==> config.mk <==
export PLATFORM = sky130hd
export DESIGN_NAME = execute_pipe_flat
export DESIGN_NICKNAME = d
export VERILOG_FILES = /design/src/rtl/exe_pkg.sv /design/src/rtl/execute_pipe_if.sv /design/src/rtl/exe_mul_iter.sv /design/src/rtl/execute_pipe.sv /design/src/flat_wrapper.sv
export SDC_FILE = /design/constraint.sdc
export NUM_CORES = 1
export LEC_CHECK = 0
export CORE_MARGIN = 2
export CORE_UTILIZATION = 45
export DETAILED_ROUTE_END_ITERATION = 10
export GPL_TIMING_DRIVEN = 1
export HOLD_SLACK_MARGIN = 0.15
export PLACE_DENSITY = 0.84
export SLEW_MARGIN = 20
export SYNTH_ARGS = -nofsm -noshare
export SYNTH_HDL_FRONTEND = slang
export SYNTH_HIERARCHICAL = 1
export SYNTH_SLANG_ARGS = --single-unit
==> constraint.sdc <==
create_clock -name clk -period 8.6 [get_ports clk]
set_input_delay 1.72 -clock clk [delete_from_list [all_inputs] [get_ports clk]]
set_output_delay 1.72 -clock clk [all_outputs]
set_load 0.05 [all_outputs]
==> src/rtl/exe_pkg.sv <==
// Shared opcode, operand-select and FSM encodings for execute_pipe.
// Operand selects are decoded from the 5-bit opcode by the helper functions below.
package exe_pkg;

    typedef enum logic [4:0] {
        OP_ADD  = 5'b00000,
        OP_ADDI = 5'b00001,
        OP_SUBI = 5'b00010,
        OP_SUB  = 5'b00011,
        OP_AND  = 5'b01000,
        OP_OR   = 5'b01001,
        OP_XOR  = 5'b01010,
        OP_PUSH = 5'b01111,
        OP_POP  = 5'b10000,
        OP_FUN  = 5'b10100,
        OP_MUL  = 5'b10110
    } opcode_e;

    typedef enum logic [1:0] {
        A_REG = 2'd0,
        A_SP  = 2'd1,
        A_PC  = 2'd2
    } a_sel_e;

    typedef enum logic [1:0] {
        B_REG  = 2'd0,
        B_IMM  = 2'd1,
        B_STEP = 2'd2
    } b_sel_e;

    typedef enum logic {
        ST_IDLE    = 1'b0,
        ST_MUL_RUN = 1'b1
    } state_e;

    function automatic a_sel_e decode_a_sel(input logic [4:0] op);
        a_sel_e sel;
        case (op)
            OP_PUSH, OP_POP: sel = A_SP;
            OP_FUN:          sel = A_PC;
            default:         sel = A_REG;
        endcase
        return sel;
    endfunction

    function automatic b_sel_e decode_b_sel(input logic [4:0] op);
        b_sel_e sel;
        case (op)
            OP_ADDI, OP_SUBI: sel = B_IMM;
            OP_PUSH, OP_POP:  sel = B_STEP;
            default:          sel = B_REG;
        endcase
        return sel;
    endfunction

endpackage

==> src/rtl/execute_pipe_if.sv <==
// Instruction-in / result-out handshake bundle for execute_pipe.
// The slave modport is the execute stage's view; master is the surrounding pipeline.
interface execute_pipe_if #(parameter int DATA_W = 32) ();
    logic              in_valid;
    logic              in_ready;
    logic [4:0]        opcode;
    logic [DATA_W-1:0] reg_data0;
    logic [DATA_W-1:0] reg_data1;
    logic [DATA_W-1:0] sp_out;
    logic [DATA_W-1:0] pc;
    logic [DATA_W-1:0] imm;
    logic              out_valid;
    logic              out_ready;
    logic [DATA_W-1:0] exe_out;
    logic [DATA_W-1:0] mem_addr;
    logic [DATA_W-1:0] reg_data1_o;
    logic              illegal;
    logic              busy;

    modport master (
        output in_valid, opcode, reg_data0, reg_data1, sp_out, pc, imm, out_ready,
        input  in_ready, out_valid, exe_out, mem_addr, reg_data1_o, illegal, busy
    );

    modport slave (
        input  in_valid, opcode, reg_data0, reg_data1, sp_out, pc, imm, out_ready,
        output in_ready, out_valid, exe_out, mem_addr, reg_data1_o, illegal, busy
    );
endinterface

==> src/rtl/exe_mul_iter.sv <==
// Shift-add multiplier retiring one multiplier bit per cycle; done marks the final
// iteration and product then carries the completed low DATA_W bits.
module exe_mul_iter #(
    parameter int DATA_W = 32
) (
    input  logic              clk,
    input  logic              rst,
    input  logic              start,
    input  logic [DATA_W-1:0] a,
    input  logic [DATA_W-1:0] b,
    output logic              done,
    output logic [DATA_W-1:0] product
);
    localparam int CNT_W = $clog2(DATA_W);
    localparam logic [CNT_W-1:0] LAST_CNT = CNT_W'(DATA_W - 1);

    logic              active_r;
    logic [CNT_W-1:0]  cnt_r;
    logic [DATA_W-1:0] acc_r;
    logic [DATA_W-1:0] mcand_r;
    logic [DATA_W-1:0] mplier_r;
    logic [DATA_W-1:0] partial_s;

    // Accumulate the shifted multiplicand when the current multiplier bit is set
    always_comb begin
        if (mplier_r[0]) begin
            partial_s = acc_r + mcand_r;
        end else begin
            partial_s = acc_r;
        end
    end

    assign done    = active_r && (cnt_r == LAST_CNT);
    assign product = partial_s;

    // Iteration state; reset discards any partial product
    always_ff @(posedge clk) begin
        if (rst) begin
            active_r <= 1'b0;
            cnt_r    <= '0;
            acc_r    <= '0;
            mcand_r  <= '0;
            mplier_r <= '0;
        end else if (start) begin
            active_r <= 1'b1;
            cnt_r    <= '0;
            acc_r    <= '0;
            mcand_r  <= a;
            mplier_r <= b;
        end else if (active_r) begin
            active_r <= !done;
            cnt_r    <= cnt_r + CNT_W'(1);
            acc_r    <= partial_s;
            mcand_r  <= mcand_r << 1;
            mplier_r <= mplier_r >> 1;
        end else begin
            active_r <= active_r;
            cnt_r    <= cnt_r;
            acc_r    <= acc_r;
            mcand_r  <= mcand_r;
            mplier_r <= mplier_r;
        end
    end
endmodule

==> src/rtl/execute_pipe.sv <==
// Registered execute stage with a one-entry result register and valid/ready backpressure.
// Define EXE_MUL_EN to build in the iterative multiplier (multi-cycle MUL, MUL_RUN state).
module execute_pipe
    import exe_pkg::*;
#(
    parameter int DATA_W     = 32,
    parameter int WORD_BYTES = 4
) (
    input  logic         clk,
    input  logic         rst,
    execute_pipe_if.slave bus
);
    localparam logic [DATA_W-1:0] STEP = DATA_W'(WORD_BYTES);

    logic [DATA_W-1:0] a_s, b_s, res_s, addr_s, ld_exe_s, ld_addr_s;
    logic              ill_s, ld_ill_s, in_ready_s, accept_s, load_s, busy_s;
    logic              out_valid_r, illegal_r;
    logic [DATA_W-1:0] exe_out_r, mem_addr_r, rd1_r;

    // Operand selection and single-cycle ALU
    always_comb begin
        case (decode_a_sel(bus.opcode))
            A_SP:    a_s = bus.sp_out;
            A_PC:    a_s = bus.pc;
            default: a_s = bus.reg_data0;
        endcase
        case (decode_b_sel(bus.opcode))
            B_IMM:   b_s = bus.imm;
            B_STEP:  b_s = STEP;
            default: b_s = bus.reg_data1;
        endcase
        ill_s = 1'b0;
        case (bus.opcode)
            OP_ADD, OP_ADDI, OP_PUSH: res_s = a_s + b_s;
            OP_SUB, OP_SUBI, OP_POP:  res_s = a_s - b_s;
            OP_AND:                   res_s = a_s & b_s;
            OP_OR:                    res_s = a_s | b_s;
            OP_XOR:                   res_s = a_s ^ b_s;
            OP_FUN:                   res_s = a_s + STEP;
            OP_MUL: begin
                res_s = '0;
`ifdef EXE_MUL_EN
                ill_s = 1'b0;
`else
                ill_s = 1'b1;
`endif
            end
            default: begin
                res_s = a_s + b_s;
                ill_s = 1'b1;
            end
        endcase
        if (bus.opcode == OP_PUSH) begin
            addr_s = a_s;
        end else begin
            addr_s = res_s;
        end
    end

    assign in_ready_s = !rst && !busy_s && (!out_valid_r || bus.out_ready);
    assign accept_s   = bus.in_valid && in_ready_s;

`ifdef EXE_MUL_EN
    state_e            state_r, state_nxt_s;
    logic              mul_start_s, mul_done_s;
    logic [DATA_W-1:0] mul_product_s;

    assign mul_start_s = accept_s && (bus.opcode == OP_MUL);
    assign load_s      = (accept_s && !mul_start_s) || mul_done_s;

    exe_mul_iter #(.DATA_W(DATA_W)) u_mul (
        .clk     (clk),
        .rst     (rst),
        .start   (mul_start_s),
        .a       (bus.reg_data0),
        .b       (bus.reg_data1),
        .done    (mul_done_s),
        .product (mul_product_s)
    );

    // FSM state register
    always_ff @(posedge clk) begin
        if (rst) begin
            state_r <= ST_IDLE;
        end else begin
            state_r <= state_nxt_s;
        end
    end

    // FSM next-state logic
    always_comb begin
        state_nxt_s = state_r;
        case (state_r)
            ST_IDLE:    state_nxt_s = mul_start_s ? ST_MUL_RUN : ST_IDLE;
            ST_MUL_RUN: state_nxt_s = mul_done_s ? ST_IDLE : ST_MUL_RUN;
            default:    state_nxt_s = ST_IDLE;
        endcase
    end

    // FSM outputs
    always_comb begin
        busy_s = 1'b0;
        case (state_r)
            ST_MUL_RUN: busy_s = 1'b1;
            default:    busy_s = 1'b0;
        endcase
    end

    // Result source: multiplier completion or the single-cycle ALU
    always_comb begin
        if (mul_done_s) begin
            ld_exe_s  = mul_product_s;
            ld_addr_s = mul_product_s;
            ld_ill_s  = 1'b0;
        end else begin
            ld_exe_s  = res_s;
            ld_addr_s = addr_s;
            ld_ill_s  = ill_s;
        end
    end
`else
    assign busy_s    = 1'b0;
    assign load_s    = accept_s;
    assign ld_exe_s  = res_s;
    assign ld_addr_s = addr_s;
    assign ld_ill_s  = ill_s;
`endif

    // One-entry result register; a load in a draining cycle replaces the old result
    always_ff @(posedge clk) begin
        if (rst) begin
            out_valid_r <= 1'b0;
            exe_out_r   <= '0;
            mem_addr_r  <= '0;
            illegal_r   <= 1'b0;
            rd1_r       <= '0;
        end else begin
            if (load_s) begin
                out_valid_r <= 1'b1;
                exe_out_r   <= ld_exe_s;
                mem_addr_r  <= ld_addr_s;
                illegal_r   <= ld_ill_s;
            end else begin
                out_valid_r <= out_valid_r && !bus.out_ready;
                exe_out_r   <= exe_out_r;
                mem_addr_r  <= mem_addr_r;
                illegal_r   <= illegal_r;
            end
            // Store data is captured at accept so a MUL carries it to completion
            if (accept_s) begin
                rd1_r <= bus.reg_data1;
            end else begin
                rd1_r <= rd1_r;
            end
        end
    end

    assign bus.in_ready    = in_ready_s;
    assign bus.out_valid   = out_valid_r;
    assign bus.exe_out     = exe_out_r;
    assign bus.mem_addr    = mem_addr_r;
    assign bus.reg_data1_o = rd1_r;
    assign bus.illegal     = illegal_r;
    assign bus.busy        = busy_s;
endmodule

==> src/flat_wrapper.sv <==
// flat-port wrapper written by rule: the top's interface ports become plain ports
module execute_pipe_flat import exe_pkg::*;
#(
    parameter int DATA_W     = 32,
    parameter int WORD_BYTES = 4
)
  (clk, rst, bus_in_valid, bus_opcode, bus_reg_data0, bus_reg_data1, bus_sp_out, bus_pc, bus_imm, bus_out_ready, bus_in_ready, bus_out_valid, bus_exe_out, bus_mem_addr, bus_reg_data1_o, bus_illegal, bus_busy);
  execute_pipe_if #(.DATA_W(DATA_W)) bus_i ();
  input  logic clk;
  input  logic rst;
  input wire logic [$bits(bus_i.in_valid)-1:0] bus_in_valid;
  input wire logic [$bits(bus_i.opcode)-1:0] bus_opcode;
  input wire logic [$bits(bus_i.reg_data0)-1:0] bus_reg_data0;
  input wire logic [$bits(bus_i.reg_data1)-1:0] bus_reg_data1;
  input wire logic [$bits(bus_i.sp_out)-1:0] bus_sp_out;
  input wire logic [$bits(bus_i.pc)-1:0] bus_pc;
  input wire logic [$bits(bus_i.imm)-1:0] bus_imm;
  input wire logic [$bits(bus_i.out_ready)-1:0] bus_out_ready;
  output wire logic [$bits(bus_i.in_ready)-1:0] bus_in_ready;
  output wire logic [$bits(bus_i.out_valid)-1:0] bus_out_valid;
  output wire logic [$bits(bus_i.exe_out)-1:0] bus_exe_out;
  output wire logic [$bits(bus_i.mem_addr)-1:0] bus_mem_addr;
  output wire logic [$bits(bus_i.reg_data1_o)-1:0] bus_reg_data1_o;
  output wire logic [$bits(bus_i.illegal)-1:0] bus_illegal;
  output wire logic [$bits(bus_i.busy)-1:0] bus_busy;
  assign bus_i.in_valid = bus_in_valid;
  assign bus_i.opcode = bus_opcode;
  assign bus_i.reg_data0 = bus_reg_data0;
  assign bus_i.reg_data1 = bus_reg_data1;
  assign bus_i.sp_out = bus_sp_out;
  assign bus_i.pc = bus_pc;
  assign bus_i.imm = bus_imm;
  assign bus_i.out_ready = bus_out_ready;
  assign bus_in_ready = bus_i.in_ready;
  assign bus_out_valid = bus_i.out_valid;
  assign bus_exe_out = bus_i.exe_out;
  assign bus_mem_addr = bus_i.mem_addr;
  assign bus_reg_data1_o = bus_i.reg_data1_o;
  assign bus_illegal = bus_i.illegal;
  assign bus_busy = bus_i.busy;
  execute_pipe #(.DATA_W(DATA_W), .WORD_BYTES(WORD_BYTES)) u_core (.clk(clk), .rst(rst), .bus(bus_i));
endmodule
-- Yosys cells after proc, flatten, opt, wreduce, memory -nomap -nowiden
Index checks and enable logic that the tools add are counted.
W data, S select, Z words.
- add/sub/neg operators: 3
- multipliers: 0
- div/mod/pow operators: 0
- magnitude comparators: 0
- equal/unequal tests: 14
- shift operators: 0
- multiplexer cells: 8
- bitwise operators: 3
- reductions and logical operators: 12
- operators by type and width (kind ; number):
    $pmux W32 S6 ; 1
    $pmux W32 S2 ; 2
    $add A32 B3 Y32 const B ; 1
    $add A32 B32 Y32 ; 1
    $and A32 B32 Y32 ; 1
    $mux W32 ; 1
    $or A32 B32 Y32 ; 1
    $sub A32 B32 Y32 ; 1
    $xor A32 B32 Y32 ; 1
    $eq A5 B4 Y1 const B ; 4
    $eq A5 B5 Y1 const B ; 3
    $eq A5 B2 Y1 const B ; 2
    $reduce_or A10 Y1 ; 1
    $pmux W2 S2 ; 2
    $eq A5 B1 Y1 const B ; 1
    $logic_not A5 Y1 ; 1
    $eq A2 B1 Y1 const B ; 2
    $eq A2 B2 Y1 const B ; 2
    $reduce_or A2 Y1 ; 2
    $logic_and A1 B1 Y1 ; 3
    $logic_not A1 Y1 ; 3
    $reduce_or A3 Y1 ; 1
    $mux W1 ; 2
    $logic_or A1 B1 Y1 ; 1
- register bits: 98
- bits in latches: 0
- memory bits (writable): 0
- ROM bits: 0
- output and inout bits: 100
- logic and storage cells: 45
- memories: 0

-- Depth between registers and ports, before layout
Gate-level depths: netlist of the first run.
- word-level depth: 8
- gate-level depth with buffers: 30

-- Worst setup path after synthesis of the first run
Ideal clock, no wire load.
- kind: in2reg
- start: in bus_opcode[1]
- end: reg u_core.mem_addr_r[29] (netlist: u_core/bus.mem_addr[29])
- arrival: 7625 ps
- data required time: 8468 ps
- setup slack: 843 ps
- cell stages on the path: 30
- path buffers: 8
- cell sequence: clkbuf_1 > and3_1 > and2_1 > clkbuf_1 > clkbuf_1 > a21oi_1 > ha_1 > buf_6 > buf_6 > buf_6 > clkbuf_1 > clkbuf_1 > a22oi_1 > ha_1 > nand2_1 > or3_1 > nor2_1 > a21oi_1 > xnor2_1 > ha_1 > a21o_1 > a221o_1 > nand3_1 > a21oi_1 > a211oi_1 > o31ai_1 > mux2i_1 > a211o_1 > o21ai_0 > a21oi_1
- longest elaborated chain between the ends: 8
- ends and longest elaborated chain (what ; line ; text):
    from (decl) ; flat_wrapper.sv:12 ; input wire logic [$bits(bus_i.opcode)-1:0] bus_opcode;
    $eq A5 B5 Y1, or another cell as far along ; exe_pkg.sv:38, exe_pkg.sv:48, execute_pipe.sv:33 ;
    $reduce_or A2 Y1 (on tied branches) ; exe_pkg.sv:38, exe_pkg.sv:48 ;
    $pmux W2 S2 (on tied branches) ; exe_pkg.sv:38, exe_pkg.sv:48 ;
    $eq A2 B2 Y1, or another cell as far along ; execute_pipe.sv:22 ; case (decode_a_sel(bus.opcode))
    $pmux W32 S2 (on tied branches) ; execute_pipe.sv:22, execute_pipe.sv:27 ;
    $add A32 B32 Y32, or another cell as far along ; execute_pipe.sv:34, execute_pipe.sv:49 ;
    $pmux W32 S6 ; execute_pipe.sv:33 ; case (bus.opcode)
    $mux W32 (*) ; execute_pipe.sv:53 ; if (bus.opcode == OP_PUSH) begin
    to (signal assigned) ; execute_pipe.sv:141 ; mem_addr_r <= ld_addr_s;
    to (signal assigned) ; execute_pipe.sv:146 ; mem_addr_r <= mem_addr_r;
    to (decl) ; execute_pipe.sv:18 ; logic [DATA_W-1:0] exe_out_r, mem_addr_r, rd1_r;
Every way passes the cells marked *; elsewhere a longest branch is shown, timed or not.
A chain may end at the register's enable or synchronous reset.

-- Final worst setup path of the first run
- start: in bus_opcode[4]
- end: reg u_core.mem_addr_r[23] (netlist: u_core/bus.mem_addr[23])
Same word-level chain as after synthesis.

==> metrics.txt, run 1 <==
minimum clock period=7.77 ns; Synth Flop Type=dfxtp_1; drt first-iter violations=906; CTS tree=yes; post-CTS sizing=0; Die Wd=150 um; clock skew=0.00619 ns; Max Cap Viol=0; ys async rst share=0%; GRT overflow=0; first-pass GRT wire length=57100 um; Max VDD drop=111 uV; hpwl dp=28900 um; worst-case clock buffer depth=2; Max transition margin=27.4%; Multi-input gate area=6920 um2; NumNets Final=1800; Root Buffer=clkbuf_16; RSZ-0062 raised after global routing=false; Post-CTS Repair Setup Buffers=0; synthesized area per cell=7.33 um2; Setup TNS=0 ns; H-tree depth=3; final core occ=60.9%; Core Area=21000 um2; Area Overhead vs Synth=33.5%; WL/cell=20.8 um; Slew Limit Fails=0; Critical Path Start Type=primary input; final setup fails=0; CTS Hold Bufs=0; vias in the first global route=10500; initial antenna violation count=0; TritonCTS buffer count=9; nature of the critical path endpoint=flip-flop; Yosys warning count=6; share of cells above drive strength 1=5.41%; CTS Sinks=98; FMAX=129 MHz; vias per inst=6.00; Layout Cells excl Fill=1809; WS Path Type=primary input to flip-flop; I/O pins=269; number of synthesized flops with an enable pin=0; CP Max Fanout=18; Die Y=150 um; sequential fraction of the synthesis area=20.5%; clock slew at reported path FFs=0.07 ns; Netlist Area Pre-Place=9560 um2; Synth area leader=dfxtp_1; largest net degree at the start of global routing=69; Netlist cell types=73; critical path arrival=7.97 ns; initial core utilization=45.6%; via count=10900; die area=22400 um2; Placed Cells=1793; Power Density=161 nW/um2; Port Buffers=267; drt drc=0; Hold Crit Class=flip-flop to flip-flop; final hold vios=0; Detailed Route WL=37600 um; period utilisation layout=90.3%; cell count after synthesis=1304; ANT nets after route=0; syn_nets=1575; gpl congestion=0.988; drt first pass iters=6; status=complete, no violations; All-Layer GR Usage=32.9%; clock insertion delay at the later pin of the skew report=0.36 ns; Synth top area share=20.5%; Antenna diodes=0; synth top area cells=dfxtp_1, ha_1, nand2_1; Fill cells=1907; Static Leak=5.41 nW; Worst EP required=8.80 ns; worst-margin pin slew=1.08 ns; #FFs+latches synth=98; Core Rows=53; FF+latch area=1960 um2
## cell usage in the layout, fill, tap and decap left out, types with 34 or more instances in the layout
cell,netlist,routed
o22ai_1,40,40
xnor2_1,72,72
clkdlybuf4s50_1,0,266
a21oi_1,65,65
mux2i_1,36,36
nand3_1,81,81
dfxtp_1,98,98
o21ai_0,103,103
inv_1,79,78
a22oi_1,52,52
nand2_1,203,202
nor2_1,60,60
buf_4,4,34
ha_1,101,100
## final timing paths
path / from / to / slack (ns) / depth (start not counted)
setup / recovery: bus_opcode[4] / u_core/bus.mem_addr[23] / 0.83 / 24
hold / removal: u_core/bus.mem_addr[13] / u_core/bus.mem_addr[13] / 0.45 / 2
setup reg to reg: u_core/bus.out_valid / u_core/bus.mem_addr[11] / 5.94 / 7
hold reg to reg: u_core/bus.mem_addr[13] / u_core/bus.mem_addr[13] / 0.45 / 2
## stage by stage
step / cell area [um2] / power [W] / hold WS (ns) / worst slack [ns]
after floorplan: 9560 / 0.00125 / 0.657 / 0.843
after global placement: 12500 / 0.00162 / 0.432 / 0.817
after detailed placement: 12500 / 0.00164 / 0.434 / 0.619
after CTS: 12800 / 0.00205 / 0.448 / 0.976
after global routing: 12800 / 0.00216 / 0.466 / 0.269
final: 12800 / 0.00205 / 0.451 / 0.830
## cells by family (layout without fill, tap and decap cells)
| kind of cell | Yosys count | in the layout | share of synthesized area (%) |
|---|---|---|---|
| AOI/OAI and AO/OA | 390 | 390 | 26.8 |
| xor gates and xnor gates | 84 | 84 | 7.70 |
| adders and majority gates | 102 | 102 | 13.4 |
| buffers and inverters | 168 | 398 | 7.20 |
| DFF | 98 | 98 | 20.5 |
| muxes | 36 | 36 | 3.77 |
| other | 1 | 1 | 0.0392 |
| and+or+nand+nor | 425 | 425 | 20.6 |
## metal layers
layer  track usage (%)  vias up  share of wire, %
met5                 0        -                 0
met1              36.9     5086                37
met2              57.9      500                49
met3              4.82      144               6.9
met4              21.4        0               7.0
li1                  -     5121                 -
## where the power goes
part           leakage, nW  internal, W  switching, W
Clock                0.140     0.000211      0.000202
Sequential           0.808     0.000513     0.0000314
Combinational         4.46     0.000414      0.000681
## critical path, cell delays in order
cell	delay [ns]
clkdlybuf4s50_1	0.58
nor2b_1	0.27
nor2b_1	0.19
a21oi_1	0.15
ha_1	0.53
buf_4	0.29
nand2b_1	0.18
o21ai_1	0.10
nand2b_1	0.20
or3_1	0.48
nor2_1	0.32
a21oi_1	0.14
xnor2_1	0.19
ha_1	0.35
and3_1	0.23
a221o_1	0.34
nand3_1	0.09
a21oi_1	0.06
a211oi_1	0.54
nor2_1	0.12
a211oi_1	0.28
xnor2_1	0.10
a221oi_1	0.39
a211oi_1	0.14
## final cells by class
class | count | share of cell area (%)
multi-input combinational | 1038 | 54.2
timing repair buffer | 302 | 23.1
sequential | 98 | 15.4
tap | 275 | 2.70
inverter | 80 | 2.35
clock buffer | 10 | 1.87
clock inverter | 6 | 0.431
## flip-flops by register name, summed over array words and instances, names as in the netlist
| name | flops |
|---|---|
| u_core/bus.reg_data1_o | 32 |
| u_core/bus.exe_out | 32 |
| u_core/bus.mem_addr | 32 |
| u_core/bus.out_valid | 1 |
| u_core/bus.illegal | 1 |
## synth_stat cells (16+ instances only)
| master | number |
|---|---|
| inv_1 | 79 |
| xnor2_1 | 72 |
| nor3_1 | 16 |
| nand3_1 | 81 |
| ha_1 | 101 |
| mux2i_1 | 36 |
| nor2_1 | 60 |
| o22ai_1 | 40 |
| a22oi_1 | 52 |
| nand2_1 | 203 |
| o21ai_0 | 103 |
| clkbuf_1 | 57 |
| a21oi_1 | 65 |
| dfxtp_1 | 98 |
Note: power is estimated with default switching activity, not from simulation.
==> run 2: changes to the inputs <==
- CORE_ASPECT_RATIO: unset -> 1.1
==> metrics.txt, run 2 (synthesized netlist as in run 1, its figures left out) <==
drt drc=0 (unchanged); clock insertion delay at the later pin of the skew report=0.37 ns (was 0.36 ns); R2R Path Start=u_core/bus.out_valid (unchanged); initial core utilization=46.1% (was 45.6%); WS Path Type=primary input to flip-flop (unchanged); NumNets Final=1798 (was 1800); Core Rows=55 (was 53); Detailed Route WL=37200 um (was 37600 um); via count=10800 (was 10900); gpl congestion=1.05 (was 0.988); final core occ=61.5% (was 60.9%); Power Density=162 nW/um2 (was 161 nW/um2); Hold Crit Depth=2 (unchanged); Setup TNS=0 ns (unchanged); reg2reg end=u_core/bus.mem_addr[9] (was u_core/bus.mem_addr[11]); crit-path most repeated cell=xnor2_1; I/O pins=269 (unchanged); CTS tree=yes (unchanged); final hold vios=0 (unchanged); RSZ-0062 raised after global routing=false (unchanged); Critical-path top delay cell=nor4_1 (was clkdlybuf4s50_1); largest net degree at the start of global routing=103 (was 69); initial antenna violation count=0 (unchanged); Die Wd=143 um (was 150 um); Die Y=157 um (was 150 um); final setup fails=0 (unchanged); post-CTS sizing=0 (unchanged); Hold Crit Class=flip-flop to flip-flop (unchanged); first-pass GRT wire length=57100 um (about the same); Antenna diodes=0 (unchanged); CP startpoint=bus_opcode[0] (was bus_opcode[4]); Post-CTS Repair Setup Buffers=0 (unchanged); Fill cells=1896 (was 1907); All-Layer GR Usage=32.7% (was 32.9%); H-tree depth=3 (unchanged); Static Leak=5.39 nW (was 5.41 nW); Max Cap Viol=0 (unchanged); worst path buffer plus inverter count=3 (was 2); Worst EP required=8.86 ns (was 8.80 ns); share of cells above drive strength 1=5.35% (was 5.41%); vias in the first global route=10700 (was 10500); period utilisation layout=88.6% (was 90.3%); die area=22400 um2 (about the same); minimum clock period=7.62 ns (was 7.77 ns); worst-case clock buffer depth=2 (unchanged); worst-margin pin slew=1.08 ns (about the same); nature of the critical path endpoint=flip-flop (unchanged); max incr delay on CP=0.56 ns (was 0.58 ns); Critical Path Start Type=primary input (unchanged); most common cell after layout, fill and taps aside=clkdlybuf4s50_1 (unchanged); R2R cell count=7 (unchanged); Min-Delay Endpoint=u_core/bus.mem_addr[13] (unchanged); critical path arrival=7.88 ns (was 7.97 ns); min-delay src=u_core/bus.mem_addr[13] (unchanged); status=complete, no violations (unchanged); commonest cells after routing, fill and taps aside=clkdlybuf4s50_1, nand2_1, o21ai_0, ha_1, dfxtp_1 (unchanged); CP Max Fanout=25 (was 18); WL/cell=20.5 um (was 20.8 um); ANT nets after route=0 (unchanged); Port Buffers=267 (unchanged); Core Area=20700 um2 (was 21000 um2); FMAX=131 MHz (was 129 MHz); crit-path cells=clkdlybuf4s50_1 -> buf_4 -> xnor2_1 -> nor4_1 -> ha_1 -> buf_4 -> a22oi_1 -> and4bb_1 -> nand3_2 -> nor4_1 -> nand2_1 -> o21ai_0 -> xnor2_1 -> ha_1 -> and3_1 -> nand2_1 -> o31ai_1 -> o221ai_1 -> xnor2_1 -> o211ai_1 -> a22o_1 (was clkdlybuf4s50_1 -> nor2b_1 -> nor2b_1 -> a21oi_1 -> ha_1 -> buf_4 -> nand2b_1 -> o21ai_1 -> nand2b_1 -> or3_1 -> nor2_1 -> a21oi_1 -> xnor2_1 -> ha_1 -> and3_1 -> a221o_1 -> nand3_1 -> a21oi_1 -> a211oi_1 -> nor2_1 -> a211oi_1 -> xnor2_1 -> a221oi_1 -> a211oi_1); clock skew=0.00981 ns (was 0.00619 ns); hpwl dp=28600 um (was 28900 um); Area Overhead vs Synth=33.4% (was 33.5%); Max VDD drop=86.2 uV (was 111 uV); drt first pass iters=6 (unchanged); GRT overflow=0 (unchanged); vias per inst=5.95 (was 6.00); TritonCTS buffer count=9 (unchanged); drt first-iter violations=971 (was 906); clock slew at reported path FFs=0.08 ns (was 0.07 ns); Slew Limit Fails=0 (unchanged); Root Buffer=clkbuf_16 (unchanged); Reg2Reg Setup Slack=6.02 ns (was 5.94 ns); Max transition margin=27.8% (was 27.4%); CTS Hold Bufs=0 (unchanged); CTS Sinks=98 (unchanged); cell family with most CP delay=simple AND/OR/NAND/NOR gates (was compound AO/OA/AOI/OAI gates)
==> run 2: changes by cell type in the layout (fill, tap and decap cells not counted) <==
cell and change:
and2_1 -1, and2_2 +1, buf_12 -1, buf_4 -1
==> run 2: worst reg2reg max path, delay by kind of cell (launching register included) <==
| family | cells | cell delay, ns |
|---|---|---|
| AOI/OAI and AO/OA | 1 | 0.33 |
| buffers and inverters | 1 | 0.81 |
| DFF | 1 | 0.33 |
| and+or+nand+nor | 5 | 0.98 |
==> run 2: how the worst max path moves through the flow <==
stage / to / slack, ns / cells after the start
after floorplan: u_core/bus.mem_addr[29] / 0.84 / 30
after global placement: u_core/bus.mem_addr[27] / 0.92 / 23
after detailed placement: u_core/bus.mem_addr[31] / 0.74 / 21
after CTS: u_core/bus.mem_addr[31] / 1.13 / 21
after global routing: u_core/bus.mem_addr[30] / 0.54 / 19
final: u_core/bus.mem_addr[31] / 0.98 / 21
==> run 2: report_power, final <==
group / internal, W / switching [W] / total, W
Clock: 0.000211 / 0.000210 / 0.000421
Sequential: 0.000513 / 0.0000349 / 0.000548
Combinational: 0.000414 / 0.000679 / 0.00109
Total: 0.00114 / 0.000924 / 0.00206
==> run 2: area by class of cell <==
cell class,instances,area [um2],share of cell area (%)
well taps,285,357,2.80
multi-input cells,1038,6920,54.3
flip-flops and latches,98,1960,15.4
inverters,80,300,2.36
repair buffers,300,2920,22.9
clock inverters,6,55.1,0.432
clock buffers,10,239,1.87
==> run 2: per-layer routing <==
metal | track usage (%) | wire (um) | vias up
met3 | 4.50 | 2430 | 147
met1 | 35.7 | 13400 | 5065
met4 | 19.9 | 2320 | 0
met5 | 0 | 0 | -
li1 | - | - | 5099
met2 | 59.6 | 19000 | 503
==> run 2: per-stage QoR <==
stage | power (W) | setup WS [ns] | instances | instance area, um2 | hold slack [ns]
after floorplan | 0.00125 | 0.843 | 1304 | 9560 | 0.657
final | 0.00206 | 0.979 | 1817 | 12700 | 0.453
after global placement | 0.00162 | 0.918 | 1801 | 12500 | 0.432
after detailed placement | 0.00164 | 0.741 | 1801 | 12500 | 0.440
after global routing | 0.00216 | 0.539 | 1817 | 12700 | 0.472
after CTS | 0.00206 | 1.13 | 1817 | 12700 | 0.453
==> run 3: changes to the inputs <==
- PLACE_DENSITY: 0.84 -> unset
- PLACE_DENSITY_LB_ADDON: unset -> 0.3
==> metrics.txt, run 3 (synthesized netlist as in run 1, its figures left out) <==
switching share of power=44.6% (was 44.8%); Psw=0.000916 W (was 0.000924 W); R2R Path Start=u_core/bus.out_valid (unchanged); placed inst area=12500 um2 (about the same); initial core utilization=46.1% (unchanged); Fin Hold WS=0.442 ns (was 0.453 ns); Antenna diodes=0 (unchanged); Static Leak=5.41 nW (was 5.39 nW); Clk pwr share=20.3% (was 20.4%); final setup fails=0 (unchanged); Core Area=20700 um2 (unchanged); vias per inst=5.88 (was 5.95); FMAX=130 MHz (was 131 MHz); final core occ=61.7% (was 61.5%); share of cells above drive strength 1=5.60% (was 5.35%); Slew Limit Fails=0 (unchanged); status=complete, no violations (unchanged); Port Buffers=267 (unchanged); die area=22400 um2 (unchanged); Worst EP required=8.79 ns (was 8.86 ns); Setup TNS=0 ns (unchanged); min-delay src=u_core/bus.mem_addr[13] (unchanged); nature of the critical path endpoint=flip-flop (unchanged); clock skew=0.00881 ns (was 0.00981 ns); CTS Hold Bufs=0 (unchanged); worst-margin pin slew=1.05 ns (was 1.08 ns); Layout Cell Area excl Fill=12800 um2 (was 12700 um2); combinational share of power=53.2% (was 53.0%); Die Y=157 um (unchanged); gpl congestion=0.984 (was 1.05); worst-case clock buffer depth=2 (unchanged); Detailed Route WL=36800 um (was 37200 um); GRT overflow=0 (unchanged); Max transition margin=29.8% (was 27.8%); Critical Path Start Type=primary input (unchanged); most common cell after layout, fill and taps aside=clkdlybuf4s50_1 (unchanged); vias in the first global route=10400 (was 10700); CP startpoint=bus_opcode[4] (was bus_opcode[0]); Hold Crit Class=flip-flop to flip-flop (unchanged); Placed Cells=1805 (was 1801); Root Buffer=clkbuf_16 (unchanged); CTS tree=yes (unchanged); Max VDD drop=121 uV (was 86.2 uV); Die Wd=143 um (unchanged); critical path arrival=7.90 ns (was 7.88 ns); clock insertion delay at the later pin of the skew report=0.35 ns (was 0.37 ns); hpwl dp=28300 um (was 28600 um); Power Density=161 nW/um2 (was 162 nW/um2); drt first pass iters=5 (was 6); Max Cap Viol=0 (unchanged); largest net degree at the start of global routing=67 (was 103); drt first-iter violations=1001 (was 971); CP Max Fanout=22 (was 25); commonest cells after routing, fill and taps aside=clkdlybuf4s50_1, nand2_1, o21ai_0, ha_1, dfxtp_1 (unchanged); Area Overhead vs Synth=33.7% (was 33.4%); WS Path Type=primary input to flip-flop (unchanged); WL/cell=20.2 um (was 20.5 um); clock slew at reported path FFs=0.08 ns (about the same); Post-CTS Repair Setup Buffers=0 (unchanged); minimum clock period=7.71 ns (was 7.62 ns); period utilisation layout=89.7% (was 88.6%); NumNets Final=1802 (was 1798); post-CTS sizing=0 (unchanged); All-Layer GR Usage=32.3% (was 32.7%); ANT nets after route=0 (unchanged); initial antenna violation count=0 (unchanged); Layout Cells excl Fill=1821 (was 1817); CTS Sinks=98 (unchanged); RSZ-0062 raised after global routing=false (unchanged); final hold vios=0 (unchanged); first-pass GRT wire length=56500 um (was 57100 um); Pint=0.00114 W (about the same); TritonCTS buffer count=9 (unchanged); H-tree depth=3 (unchanged); Reg power frac=26.5% (was 26.6%); I/O pins=269 (unchanged); via count=10700 (was 10800); drt drc=0 (unchanged); Core Rows=55 (unchanged)
## run 3: cell types whose count changed in the layout (fill, tap and decap cells not counted)
| cell | before | now |
|---|---|---|
| clkinv_4 | 0 | 2 |
| clkinvlp_4 | 2 | 1 |
| buf_4 | 33 | 37 |
| inv_6 | 2 | 1 |
## run 3: final timing paths
path,slack (ns),cells past startpoint,to
max,0.89,24,u_core/bus.mem_addr[23]
min,0.44,2,u_core/bus.mem_addr[13]
max reg2reg,5.98,7,u_core/bus.mem_addr[11]
min reg2reg,0.44,2,u_core/bus.mem_addr[13]
## run 3: final cells by class
type,count,area (um2)
Tap cell,285,357
Clock buffer,10,239
Multi-Input combinational cell,1038,6920
Clock inverter,6,56.3
Timing Repair Buffer,304,2950
Fill cell,1915,7940
Inverter,80,300
Sequential cell,98,1960
## run 3: stage by stage
stage          power, W  worst slack (ns)
3_5_place_dp    0.00164             0.746
2_1_floorplan   0.00125             0.843
6_report        0.00206             0.888
3_3_place_gp    0.00163             0.890
5_1_grt         0.00216             0.561
4_1_cts         0.00206              1.04
## run 3: critical path, stage by stage
cell and delay, ns:
clkdlybuf4s50_1 0.58, nor2b_1 0.28, nor2b_1 0.16, a21oi_1 0.08, buf_4 0.15, ha_1 0.35
buf_4 0.23, a22oi_1 0.33, ha_1 0.24, nand2_1 0.09, or3_1 0.42, nand2_1 0.12
xnor2_1 0.08, ha_1 0.36, a21o_1 0.21, a21o_1 0.18, a221oi_1 0.37, nand3_1 0.25
a211oi_1 0.49, nor2_1 0.12, a211oi_1 0.30, xnor2_1 0.11, a221oi_1 0.49, a211oi_1 0.17
## run 3: power by group through the flow
stage               clock network, W  registers [W]  logic [W]
finish                      0.000417       0.000545    0.00109
global route                0.000440       0.000552    0.00117
CTS                         0.000426       0.000545    0.00108
detailed placement                 0       0.000555    0.00108
global placement                   0       0.000554    0.00107
floorplan                          0       0.000755   0.000495
## run 3: per-layer routing
layer	vias to the layer above	track usage [%]	wire length, um
met3	115	3.64	1960
met5	-	0	0
li1	5112	-	-
met2	436	59.1	18700
met4	0	18.2	2100
met1	5050	36.1	14100
